--- config.mk ---
export PLATFORM = sky130hd
export DESIGN_NAME = wash_sequencer
export DESIGN_NICKNAME = d
export VERILOG_FILES = /design/src/rtl/wash_pkg.sv /design/src/rtl/wash_sequencer.sv
export SDC_FILE = /design/constraint.sdc
export NUM_CORES = 1
export LEC_CHECK = 0
export ABC_AREA = 1
export ABC_CLOCK_PERIOD_IN_PS = 4000
export CAP_MARGIN = 20
export CORE_MARGIN = 2
export CORE_UTILIZATION = 54
export DETAILED_ROUTE_END_ITERATION = 16
export GPL_TIMING_DRIVEN = 0
export PLACE_DENSITY = 0.84
export SYNTH_ARGS = -nofsm -noshare
export SYNTH_HDL_FRONTEND = slang
export SYNTH_SLANG_ARGS = --single-unit
--- constraint.sdc ---
create_clock -name clk -period 4 [get_ports clk]
set_input_delay 0.8 -clock clk [delete_from_list [all_inputs] [get_ports clk]]
set_output_delay 0.8 -clock clk [all_outputs]
set_load 0.1 [all_outputs]
--- src/rtl/wash_pkg.sv ---
// Shared types for the wash sequencer: state/phase codes, program codes and the
// actuator decode used when registering outputs.
package wash_pkg;

    localparam logic [3:0] PhaseIdle       = 4'd0;
    localparam logic [3:0] PhaseFill       = 4'd1;
    localparam logic [3:0] PhaseWash       = 4'd2;
    localparam logic [3:0] PhaseDrain      = 4'd3;
    localparam logic [3:0] PhaseRinseFill  = 4'd4;
    localparam logic [3:0] PhaseRinse      = 4'd5;
    localparam logic [3:0] PhaseRinseDrain = 4'd6;
    localparam logic [3:0] PhaseSpin       = 4'd7;
    localparam logic [3:0] PhaseDone       = 4'd8;

    typedef enum logic [3:0] {
        StIdle       = PhaseIdle,
        StFill       = PhaseFill,
        StWash       = PhaseWash,
        StDrain      = PhaseDrain,
        StRinseFill  = PhaseRinseFill,
        StRinse      = PhaseRinse,
        StRinseDrain = PhaseRinseDrain,
        StSpin       = PhaseSpin,
        StDone       = PhaseDone
    } wash_state_e;

    typedef enum logic [1:0] {
        ProgNormal = 2'd0,
        ProgHeavy  = 2'd1,
        ProgQuick  = 2'd2,
        ProgSpin   = 2'd3
    } wash_prog_e;

    localparam logic [1:0] MaxRinse = 2'd2;

    typedef struct packed {
        logic fill_valve;
        logic drain_pump;
        logic motor_wash;
        logic motor_spin;
    } act_t;

    function automatic act_t actuators(wash_state_e st);
        act_t a;
        a = '0;
        unique case (st)
            StFill, StRinseFill:  a.fill_valve = 1'b1;
            StWash, StRinse:      a.motor_wash = 1'b1;
            StDrain, StRinseDrain: a.drain_pump = 1'b1;
            StSpin: begin
                a.motor_spin = 1'b1;
                a.drain_pump = 1'b1;
            end
            default: a = '0;
        endcase
        return a;
    endfunction

    function automatic logic is_timed(wash_state_e st);
        return (st != StIdle) && (st != StDone);
    endfunction

endpackage

--- src/rtl/wash_sequencer.sv ---
// Washing-machine phase sequencer driving an external countdown timer
// (timer_set/timer_load out, timer_irq back) and four actuator enables.
module wash_sequencer
    import wash_pkg::*;
#(
    parameter int unsigned      WIDTH   = 16,
    parameter logic [WIDTH-1:0] T_FILL  = 16'd300,
    parameter logic [WIDTH-1:0] T_WASH  = 16'd1200,
    parameter logic [WIDTH-1:0] T_DRAIN = 16'd200,
    parameter logic [WIDTH-1:0] T_RINSE = 16'd600,
    parameter logic [WIDTH-1:0] T_SPIN  = 16'd400
) (
    input  logic             clk,
    input  logic             rst_n,
    input  logic             start,
    input  logic [1:0]       prog,
    input  logic             abort,
    input  logic             door_closed,
    input  logic             timer_irq,
    output logic [WIDTH-1:0] timer_set,
    output logic             timer_load,
    output logic             fill_valve,
    output logic             drain_pump,
    output logic             motor_wash,
    output logic             motor_spin,
    output logic [3:0]       phase,
    output logic             busy,
    output logic             done
);

    wash_state_e      state_q, state_d;
    wash_prog_e       prog_q, prog_d;
    logic [1:0]       rinse_q, rinse_d;
    logic             aborted_q, aborted_d;
    logic             armed_q;
    logic             irq_ok;
    logic             load_d;
    logic [WIDTH:0]   wash_x2;
    logic [WIDTH-1:0] wash_dur, dur_d;

    // A stale zero from a freshly reset timer must not count before our first load.
    assign irq_ok  = timer_irq && !timer_load && armed_q;
    assign wash_x2 = {1'b0, T_WASH} << 1;
    assign load_d  = (state_d != state_q) && is_timed(state_d);
    assign phase   = state_q;

    always_comb begin
        unique case (prog_q)
            ProgHeavy: wash_dur = wash_x2[WIDTH] ? '1 : wash_x2[WIDTH-1:0];
            ProgQuick: wash_dur = T_WASH >> 1;
            default:   wash_dur = T_WASH;
        endcase
    end

    always_comb begin
        unique case (state_d)
            StFill, StRinseFill:   dur_d = T_FILL;
            StWash:                dur_d = wash_dur;
            StDrain, StRinseDrain: dur_d = T_DRAIN;
            StRinse:               dur_d = T_RINSE;
            StSpin:                dur_d = T_SPIN;
            default:               dur_d = '0;
        endcase
    end

    always_comb begin
        state_d   = state_q;
        prog_d    = prog_q;
        rinse_d   = rinse_q;
        aborted_d = aborted_q;
        unique case (state_q)
            StIdle: begin
                if (start && door_closed) begin
                    prog_d    = wash_prog_e'(prog);
                    rinse_d   = '0;
                    aborted_d = 1'b0;
                    state_d   = (wash_prog_e'(prog) == ProgSpin) ? StDrain : StFill;
                end
            end
            StFill:      state_d = abort ? StDrain : (irq_ok ? StWash : StFill);
            StWash:      state_d = abort ? StDrain : (irq_ok ? StDrain : StWash);
            StRinseFill: state_d = abort ? StDrain : (irq_ok ? StRinse : StRinseFill);
            StRinse:     state_d = abort ? StDrain : (irq_ok ? StRinseDrain : StRinse);
            StDrain: begin
                if (irq_ok) begin
                    if (abort || aborted_q) state_d = StIdle;
                    else if (prog_q == ProgQuick || prog_q == ProgSpin) state_d = StSpin;
                    else state_d = StRinseFill;
                end
            end
            StRinseDrain: begin
                if (irq_ok) begin
                    rinse_d = rinse_q + 2'd1;
                    if (abort || aborted_q) state_d = StIdle;
                    else if (prog_q == ProgHeavy && rinse_d < MaxRinse) state_d = StRinseFill;
                    else state_d = StSpin;
                end
            end
            StSpin: begin
                if (irq_ok) state_d = (abort || aborted_q) ? StIdle : StDone;
            end
            StDone:  state_d = StIdle;
            default: state_d = StIdle;
        endcase
        if (abort && state_q != StIdle && state_q != StDone) aborted_d = 1'b1;
    end

    always_ff @(posedge clk or negedge rst_n) begin
        if (!rst_n) begin
            state_q    <= StIdle;
            prog_q     <= ProgNormal;
            rinse_q    <= '0;
            aborted_q  <= 1'b0;
            armed_q    <= 1'b0;
            timer_load <= 1'b0;
            timer_set  <= '0;
            fill_valve <= 1'b0;
            drain_pump <= 1'b0;
            motor_wash <= 1'b0;
            motor_spin <= 1'b0;
            busy       <= 1'b0;
            done       <= 1'b0;
        end else begin
            state_q    <= state_d;
            prog_q     <= prog_d;
            rinse_q    <= rinse_d;
            aborted_q  <= aborted_d;
            armed_q    <= armed_q | timer_load;
            timer_load <= load_d;
            if (load_d) timer_set <= dur_d;
            {fill_valve, drain_pump, motor_wash, motor_spin} <= actuators(state_d);
            busy       <= (state_d != StIdle);
            done       <= (state_d == StDone);
        end
    end

endmodule

Yosys cells after proc, flatten, opt, wreduce, memory -nomap -nowiden
Index checks and enable logic that the tools add are counted.
- register bits after elaboration: 33
- bits in latches: 0
- bits in writable memories: 0
- bits in read-only memories: 0
- input bits: 8
- output and inout port bits: 27
- memories kept: 0
- add/subtract/negate cells: 1
- $mul: 0
- divide/modulo/power cells: 0
- magnitude comparators: 1
- eq/ne operators: 24
- shift operators: 0
- multiplexer cells: 31
- bitwise logic cells: 1
- reduce and logical (&&, ||, !) cells: 24
- operator list (kind ; count):
    one-hot mux 16 bit (5 select lines) ; 1
    == test 4 x 3 -> 1 bit (second input constant) ; 8
    one-hot mux 4 bit (8 select lines) ; 1
    one-hot mux 12 bit (2 select lines) ; 1
    two-way mux 4 bit ; 5
    == test 4 x 2 -> 1 bit (second input constant) ; 4
    two-way mux 2 bit ; 8
    two-way mux 3 bit ; 4
    two-way mux 1 bit ; 10
    == test 4 x 1 -> 1 bit (second input constant) ; 2
    logical AND 1 bit ; 8
    != test 4 bit (second input constant) ; 2
    nonzero test 4 bit ; 2
    == test 2 bit (second input constant) ; 3
    nonzero test 2 bit ; 3
    OR reduction 2 bit ; 3
    == test 4 bit (second input constant) ; 1
    logical NOT 4 bit ; 1
    != test 2 bit (second input constant) ; 2
    != test 4 bit ; 1
    one-hot mux 2 bit (2 select lines) ; 1
    AND reduction 2 bit ; 2
    AND reduction 3 bit ; 1
    OR reduction 3 bit ; 1
    other kinds (6) ; 7

Logic depth before layout (Yosys ltp)
Gate-level depths: netlist of the first run.
- depth after elaboration: 10
- depth in mapped cells: 17
- mapped depth without buffers: 17

Least setup slack after synthesis of the first run
OpenSTA, ideal clock, no wires.
- path kind: reg-to-reg
- start: reg state_q[3] (netlist: phase[3])
- end: reg timer_set[3]
- library setup time: 0.120 ns
- data arrival time: 2.309 ns
- data required time: 3.880 ns
- slack: 1.571 ns
- stages on the path, launching flop included: 15
- path buffers: 1
- cell sequence: dfrtp_1 > inv_1 > nand2_1 > nor3_1 > nor2_2 > nand2_2 > nand2_1 > nand2_1 > nor2_2 > nand3_2 > nor2_2 > nor2_4 > buf_6 > nand2_1 > nand2_1
- longest elaborated chain between the ends: 5
- elaborated cells on any way between the ends: 28
- those cells by class: 16 x eq/ne; 6 x mux; 6 x reduce/logical
- RTL lines (element ; line ; source):
    start, declared ; wash_sequencer.sv:31 ; wash_state_e state_q, state_d;
    start signal, assigned ; wash_sequencer.sv:110 ; state_q <= StIdle;
    start signal, assigned ; wash_sequencer.sv:124 ; state_q <= state_d;
    == test 4 x 3 -> 1 bit, or another cell as far along ; wash_sequencer.sv:71 ; unique case (state_q)
    one-hot mux 4 bit (8 select lines) * ; wash_sequencer.sv:71 ;
    net state_d[2] ; wash_sequencer.sv:31 ;
    != test 4 bit or nonzero test 4 bit (tied branches) ; wash_pkg.sv:60 ; return (st != StIdle) && (st != StDone);
    logical AND 1 bit ; wash_pkg.sv:60 ;
    logical AND 1 bit * ; wash_sequencer.sv:44 ; assign load_d = (state_d != state_q) && is_timed(state_d);
    net load_d ; wash_sequencer.sv:37 ; logic load_d;
    end signal, assigned ; wash_sequencer.sv:130 ; if (load_d) timer_set <= dur_d;
    end, declared ; wash_sequencer.sv:20 ; output logic [WIDTH-1:0] timer_set,
The timed path passes the listed nets; every way through them passes the cells marked *.
A chain may end at the register's enable or synchronous reset.

Final worst setup path of the first run
- start: reg state_q[0] (netlist: phase[0])
- end: out phase[0]
- RTL lines (element ; line ; source):
    end, declared ; wash_sequencer.sv:26 ; output logic [3:0] phase,
No word-level cell between the ends.

==> impl_metrics.tcl, run 1 <==
set metrics [dict create \
    die_width_um 58.95 \
    cts_made_buffers 3 \
    tightest_slew_ns 0.9792 \
    grt_antenna_before_repair 0 \
    die_h_um 58.95 \
    max-slew-margin-rel_pct 34.51 \
    multi_input_area_sq_um 800.8 \
    drtPass1Iterations 10 \
    synth.yosys.seq_area_share_pct 41.44 \
    clkSinkCount 27 \
    fin_skew_ns 0.004750 \
    cts_tree "done" \
    wl_per_cell_um 11.07 \
    grt_setup_unrepaired "no" \
    grt_pass1_wl_mm 5.554 \
    cap_violations 0 \
    fin_ws_ns 1.186 \
    synthesis.area_sq_um 1630 \
    cts_root_buffer "clkbuf_4" \
    cp.buffers_inverters 1 \
    setup_viol 0 \
    grt_max_degree 17 \
    hold_viol_final 0 \
    hp-class "reg -> reg" \
    portBuffers 28 \
    coreArea_sq_um 2805 \
    synth-seq-cells 27 \
    failed_checks "design-rule violations" \
    worstSetupPathType "reg -> out" \
    yosysTopAreaCellShare_pct 41.44 \
    wl_mm 3.266 \
    synth_top_area_cell "dfrtp_1" \
    outcome "complete, but fails checks" \
    fin_cells 295 \
    yosysUniqueCellTypes 23 \
    place_ws_ns 1.169 \
    post-cts-setup-buffers 0 \
    htree_num_levels 1 \
    hpwlAfterDp_mm 2.579 \
    diodes 0 \
    ant_nets 0 \
    start_kind "flop" \
    drcViolationCount 2 \
    drt_iter0_markers 44 \
    fin_crit_sh_pct 70.35 \
    fin_crit_ns 2.814 \
    cpPeakStageDelay_ns 1.18 \
    max_freq_ghz 0.3554 \
    grt-ovfl-total 0 \
    cp_cell_sequence "clkdlybuf4s50_1" \
    clock_latency_ns 0.33 \
    yosys_warnings 0 \
    seqCellArea_sq_um 675.6 \
    syn_avg_cell_area_sq_um 7.214 \
    hold_buffers 0 \
    clk_path_buf_depth 2 \
    slew_violations 0 \
    viasPerCell 4.929 \
    cts_resized 0 \
    finalWeightedCongestion 0.8869 \
    grt_pass1_vias 1327 \
    num_io_pins 35 \
    drive_gt1_share_pct 14.77 \
    postLayoutCoreUtil_pct 72.08 \
    cp-end-kind "primary output" \
    synthCells 226 \
    cp_top_family "buffers and inverters" \
    final_cell_mix "89 x nand2_1, 28 x clkdlybuf4s50_1, 27 x inv_1, 27 x dfrtp_1, 17 x nor2_1" \
    synth_area_leaders "dfrtp_1 41%, nand2_1 20%, inv_1 6.2%" \
    required_ns 3.20 \
    area_delta_synth_final_pct 24.02 \
    dp_cells 291 \
    start_util_pct 58.12 \
    fillers 233 \
    cp_max_fo 7 \
    clkTransAtPathRegs_ns 0.13 \
    slowest_stage "clkdlybuf4s50_1" \
    design.die.area_sq_um 3475 \
    cp.arrival_ns 2.01 \
    fin_tns_setup_ns 0 \
    final_net_count 278 \
    final_common_cell "nand2_1" \
    vias 1454 \
    grt.total_usage_pct 21.52 \
    placementRows 19 \
]
[kinds of logic (layout without fill, tap and decap cells)]
group | after synthesis | count (layout) | synth area share, %
fa+ha+maj | 5 | 5 | 3.837
flops | 27 | 27 | 41.44
buf+inv | 38 | 71 | 10.59
compound gates | 9 | 9 | 3.837
simple gates | 146 | 146 | 40.06
other cells | 1 | 6 | 0.2300
[cell usage after synthesis]
library cell,instances
nand2_1,89
dfrtp_1,27
inv_1,27
nor2_1,17
nand3_1,14
nor2_2,11
buf_4,6
ha_1,5
nand2_2,5
o21ai_0,5
inv_2,4
nand3_2,4
nor3_1,2
a21oi_1,1
a22o_1,1
buf_6,1
conb_1,1
nand2_4,1
nand4_1,1
nor2_4,1
o21ai_4,1
o21bai_1,1
or2_2,1
[per-stage QoR]
step | area (sq um) | hold WS, ns
6_report | 2022 | 0.4969
5_1_grt | 2022 | 0.5178
4_1_cts | 2022 | 0.5030
3_5_place_dp | 1996 | 0.4679
3_3_place_gp | 1968 | 0.4647
2_1_floorplan | 1649 | 0.4636
[final timing paths]
path	startpoint	to	cells past startpoint	slack (ns)
setup / recovery	phase[0]$_DFF_PN0_	phase[0]	1	1.19
hold / removal	timer_set[3]$_DFFE_PN0P_	timer_set[3]$_DFFE_PN0P_	2	0.50
setup reg to reg	prog_q[0]$_DFFE_PN0P_	timer_set[6]$_DFFE_PN0P_	16	1.90
hold reg to reg	timer_set[3]$_DFFE_PN0P_	timer_set[3]$_DFFE_PN0P_	2	0.50
max in group asynchronous	rst_n	phase[0]$_DFF_PN0_	2	2.69
min in group asynchronous	rst_n	prog_q[0]$_DFFE_PN0P_	1	0.83
[area by class of cell]
| cell class | count | share of cell area (%) |
|---|---|---|
| multi-input combinational | 166 | 39.60 |
| buffer | 7 | 2.785 |
| sequential | 27 | 33.42 |
| tap | 31 | 1.918 |
| timing repair buffer | 29 | 15.22 |
| clock buffer | 4 | 1.300 |
| inverter | 31 | 5.755 |
[registers in the layout, summed over array words and instances (netlist names)]
register,flops
aborted_q,1
armed_q,1
busy,1
done,1
drain_pump,1
fill_valve,1
motor_spin,1
motor_wash,1
phase,4
prog_q,2
rinse_q,2
timer_load,1
timer_set,10
[tightest hold or removal path: stages (launching register included)]
cell and delay [ns]:
dfrtp_1 0.37, nand2_1 0.05, nand2_1 0.05
[metal layers]
metal / GRT usage [%] / vias to the layer above / routed length [um]
met1: 26.66 / 660 / 1503
met3: 5.055 / 7 / 189
met2: 35.56 / 36 / 1506
met5: 0 / - / 0
li1: - / 751 / -
met4: 9.740 / 0 / 67
Power of run 1 is not shown: default switching activity piles up to over one toggle a cycle in this logic, so the estimate is an artifact.
==> inputs of run 2 (changes only) <==
- ABC_CLOCK_PERIOD_IN_PS: 4000 -> 2700
- CORE_UTILIZATION: 54 -> 50
- PLACE_DENSITY: 0.84 -> 0.79
- clock period: 4 -> 2.7 ns (I/O delays scaled with it)
==> run 2 against run 1 <==
Compared with the run above: the flow now finishes without violations; critical path depth unchanged; final area up 0.37%; flip-flop and latch count unchanged; count of clock-buffer cells in the layout down 1; non-clock buffer count unchanged; register-to-register slack worse by 1.3 ns; setup slack worse by 1.1 ns; first-iteration DRC count down 6.8%; final cell count up 4.4%; utilization down 6.1 points; die area up 7.4%; clock skew up 0.0057 ns; highest routed layer unchanged.
==> impl_metrics.tcl, run 2 (synthesis results as in run 1) <==
set metrics [dict create \
    place_ws_ns 0.1398 \
    cp-end-kind "primary output" \
    clkTransAtPathRegs_ns 0.16 \
    placementRows 20 \
    start_util_pct 52.97 \
    cpPeakStageDelay_ns 1.18 \
    worstSetupPathType "reg -> out" \
    grt_setup_unrepaired "no" \
    coreArea_sq_um 3078 \
    tightest_slew_ns 0.9798 \
    outcome "completed" \
    final_cell_mix "89 x nand2_1, 28 x clkdlybuf4s50_1, 27 x inv_1, 27 x dfrtp_1, 17 x nor2_1" \
    slew_violations 0 \
    setup_viol 0 \
    cap_violations 0 \
    finalWeightedCongestion 0.8957 \
    wl_per_cell_um 10.81 \
    clkSinkCount 27 \
    drive_gt1_share_pct 15.15 \
    start_kind "flop" \
    clk_path_buf_depth 2 \
    cp_top_family "buffers and inverters" \
    htree_num_levels 1 \
    grt.total_usage_pct 19.78 \
    drt_iter0_markers 41 \
    wl_mm 3.329 \
    cts_root_buffer "clkbuf_4" \
    cp.buffers_inverters 1 \
    required_ns 2.16 \
    grt_max_degree 17 \
    clock_latency_ns 0.33 \
    cts_tree "done" \
    fin_skew_ns 0.01041 \
    drtPass1Iterations 4 \
    fin_tns_setup_ns 0 \
    portBuffers 28 \
    design.die.area_sq_um 3733 \
    ant_nets 0 \
    dr_wl_met2_mm 1.616 \
    max-slew-margin-rel_pct 34.48 \
    max_freq_ghz 0.3877 \
    grt_pass1_wl_mm 5.561 \
    final_net_count 278 \
    grt_pass1_vias 1280 \
    cp.arrival_ns 2.04 \
    diodes 0 \
    vias 1432 \
    drcViolationCount 0 \
    final_common_cell "nand2_1" \
    hold_viol_final 0 \
    fin_ws_ns 0.1206 \
    viasPerCell 4.649 \
    place_area_sq_um 1999 \
    cp_max_fo 7 \
    hold_buffers 0 \
    area_delta_synth_final_pct 24.48 \
    post-cts-setup-buffers 0 \
    fin_crit_sh_pct 95.53 \
    hpwlAfterDp_mm 2.636 \
    largest_reg_flops 10 \
    cts_made_buffers 3 \
    fin_area_sq_um 2029 \
    fin_crit_ns 2.579 \
    regMostFlops "timer_set" \
    cp_cell_sequence "clkdlybuf4s50_1" \
    dp_cells 304 \
    routed.top_layer "met4" \
    cts_resized 0 \
    die_width_um 61.10 \
    hp-class "reg -> reg" \
    dr_wl_met3_um 120 \
    die_h_um 61.10 \
    fin_cells 308 \
    slowest_stage "clkdlybuf4s50_1" \
    grt_antenna_before_repair 0 \
    num_io_pins 35 \
    grt-ovfl-total 0 \
    drt-met1-wl_mm 1.558 \
]
run 2: cell types whose count changed in the layout (fill, tap and decap cells not counted), sizes merged:
cell,delta
clkinvlp,+1
clkbuf,-1
run 2: path summary, 6_finish.rpt:
path	cells after the start	end	slack [ns]	from
worst max-delay path	1	phase[1]	0.12	phase[1]$_DFF_PN0_
max in group asynchronous	2	motor_spin$_DFF_PN0_	1.57	rst_n
worst min register to register	2	timer_set[2]$_DFFE_PN0P_	0.50	timer_set[2]$_DFFE_PN0P_
worst max register to register	16	timer_set[5]$_DFFE_PN0P_	0.59	prog_q[0]$_DFFE_PN0P_
min in group asynchronous	1	done$_DFF_PN0_	0.60	rst_n
worst min-delay path	2	timer_set[2]$_DFFE_PN0P_	0.50	timer_set[2]$_DFFE_PN0P_
run 2: through the flow:
stage               hold WS (ns)  utilization, %
floorplan                 0.2444               -
global placement          0.4660           64.47
detailed placement        0.4649           64.96
CTS                       0.5003           65.94
global route              0.5257           65.94
finish                    0.4988           65.94
run 2: final cells by class:
type / count / area, sq um
fillers: 285 / 1049
multi-input cells: 166 / 800.8
flip-flops and latches: 27 / 675.6
repair buffers: 29 / 295.3
inverters: 31 / 116.4
plain buffers: 7 / 56.30
well taps: 44 / 55.05
clock buffers: 3 / 22.52
clock inverters: 1 / 7.507
run 2: layer usage:
metal  global-route usage (%)  vias to the layer above
li1                         -                      749
met1                    27.64                      649
met2                    32.83                       30
met3                    1.891                        4
met4                    5.590                        0
met5                        0                        -
Power of run 2 is left out for the same reason.
==> inputs of run 3 (changes only) <==
- CORE_UTILIZATION: 50 -> 45
- PLACE_DENSITY: 0.79 -> 0.72
==> run 3 against run 2 <==
Compared with the run above: final area is essentially flat; setup slack gained 0.016 ns; flip-flop and latch count is the same; maximum frequency grew 0.63%; die area grew 10%; non-clock buffer count is the same; first-iteration DRC count shrank 2.4%; via count shrank 1.4%; routed wire length shrank 4.8%; utilization shrank 6.6 points; clock skew shrank 0.0042 ns; hold slack lost 0.0062 ns; highest routed layer unchanged.
==> impl_metrics.tcl, run 3 (synthesis results as in run 1) <==
set metrics [dict create \
    grt_antenna_before_repair 0 \
    fin_skew_ns 0.006217 \
    drtPass1Iterations 4 \
    diodes 0 \
    max_freq_ghz 0.3901 \
    drt_iter0_markers 40 \
    clkTransAtPathRegs_ns 0.14 \
    cts_tree "done" \
    viasPerCell 4.555 \
    max-slew-margin-rel_pct 35.34 \
    hold_buffers 0 \
    grt_setup_unrepaired "no" \
    portBuffers 28 \
    fin_cells 310 \
    cts_made_buffers 3 \
    cp_max_fo 7 \
    start_kind "flop" \
    design.die.area_sq_um 4120 \
    hpwlAfterDp_mm 2.556 \
    wl_mm 3.169 \
    regMostFlops "timer_set" \
    clkSinkCount 27 \
    fin_crit_ns 2.563 \
    postLayoutCoreUtil_pct 59.38 \
    drive_gt1_share_pct 14.77 \
    required_ns 2.16 \
    slowest_stage "clkdlybuf4s50_1" \
    slew_violations 0 \
    final_net_count 278 \
    grt_max_degree 16 \
    cts_root_buffer "clkbuf_4" \
    grt.total_usage_pct 17.55 \
    final_common_cell "nand2_1" \
    worstSetupPathType "reg -> out" \
    finalWeightedCongestion 0.8876 \
    grt_pass1_vias 1352 \
    area_delta_synth_final_pct 24.41 \
    wl_per_cell_um 10.22 \
    cp.buffers_inverters 1 \
    cp.arrival_ns 2.02 \
    clk_path_buf_depth 2 \
    clock_latency_ns 0.32 \
    post-cts-setup-buffers 0 \
    coreArea_sq_um 3416 \
    start_util_pct 47.73 \
    die_width_um 64.19 \
    cts_resized 0 \
    dp_cells 306 \
    fillers 322 \
    cp-end-kind "primary output" \
    drcViolationCount 0 \
    grt-ovfl-total 0 \
    placementRows 21 \
    die_h_um 64.19 \
    ant_nets 0 \
    cpPeakStageDelay_ns 1.19 \
    hold_viol_final 0 \
    cp_top_family "buffers and inverters" \
    fin_crit_sh_pct 94.93 \
    cap_violations 0 \
    largest_reg_flops 10 \
    grt_pass1_wl_mm 5.754 \
    num_io_pins 35 \
    setup_viol 0 \
    final_cell_mix "89 x nand2_1, 28 x clkdlybuf4s50_1, 27 x inv_1, 27 x dfrtp_1, 17 x nor2_1" \
    outcome "completed" \
    cp_cell_sequence "clkdlybuf4s50_1" \
    hp-class "reg -> reg" \
    hold-worst-slack_ns 0.4926 \
    fin_tns_setup_ns 0 \
    tightest_slew_ns 0.9669 \
    htree_num_levels 1 \
    vias 1412 \
]
-- run 3: layout make-up --
cell class / count / area [sq um] / share of cell area, %
clock buffer: 4 / 26.28 / 1.295
sequential: 27 / 675.6 / 33.31
buffer: 7 / 56.30 / 2.776
timing repair buffer: 29 / 295.3 / 14.56
multi-input combinational: 166 / 800.8 / 39.48
inverter: 31 / 116.4 / 5.737
tap: 46 / 57.56 / 2.838
-- run 3: path summary, 6_finish.rpt --
| path | cells after the start | start | slack, ns | end |
|---|---|---|---|---|
| worst min-delay path | 2 | timer_set[8]$_DFFE_PN0P_ | 0.49 | timer_set[8]$_DFFE_PN0P_ |
| max in group asynchronous | 2 | rst_n | 1.55 | timer_set[9]$_DFFE_PN0P_ |
| worst min register to register | 2 | timer_set[8]$_DFFE_PN0P_ | 0.49 | timer_set[8]$_DFFE_PN0P_ |
| worst max-delay path | 1 | phase[0]$_DFF_PN0_ | 0.14 | phase[0] |
| min in group asynchronous | 1 | rst_n | 0.62 | phase[0]$_DFF_PN0_ |
| worst max register to register | 16 | prog_q[0]$_DFFE_PN0P_ | 0.62 | timer_set[3]$_DFFE_PN0P_ |
-- run 3: per-stage QoR --
stage	instance area, sq um	setup WS [ns]
2_1_floorplan	1649	0.2709
3_3_place_gp	1987	0.1712
3_5_place_dp	2002	0.1393
4_1_cts	2028	0.1301
5_1_grt	2028	0.05695
6_report	2028	0.1368
-- run 3: layer usage --
metal | global-route usage (%) | share of wire (%) | vias to the layer above
met2 | 28.65 | 45 | 34
met4 | 5.319 | 0.95 | 0
met1 | 23.60 | 49 | 625
met5 | 0 | 0 | -
met3 | 3.345 | 5.0 | 4
li1 | - | - | 749
-- run 3: worst min-delay path, cell delays in order (launching register included) --
cell and delay [ns]:
dfrtp_1 0.36, nand2_1 0.05, nand2_1 0.06
Power of run 3 is left out for the same reason.
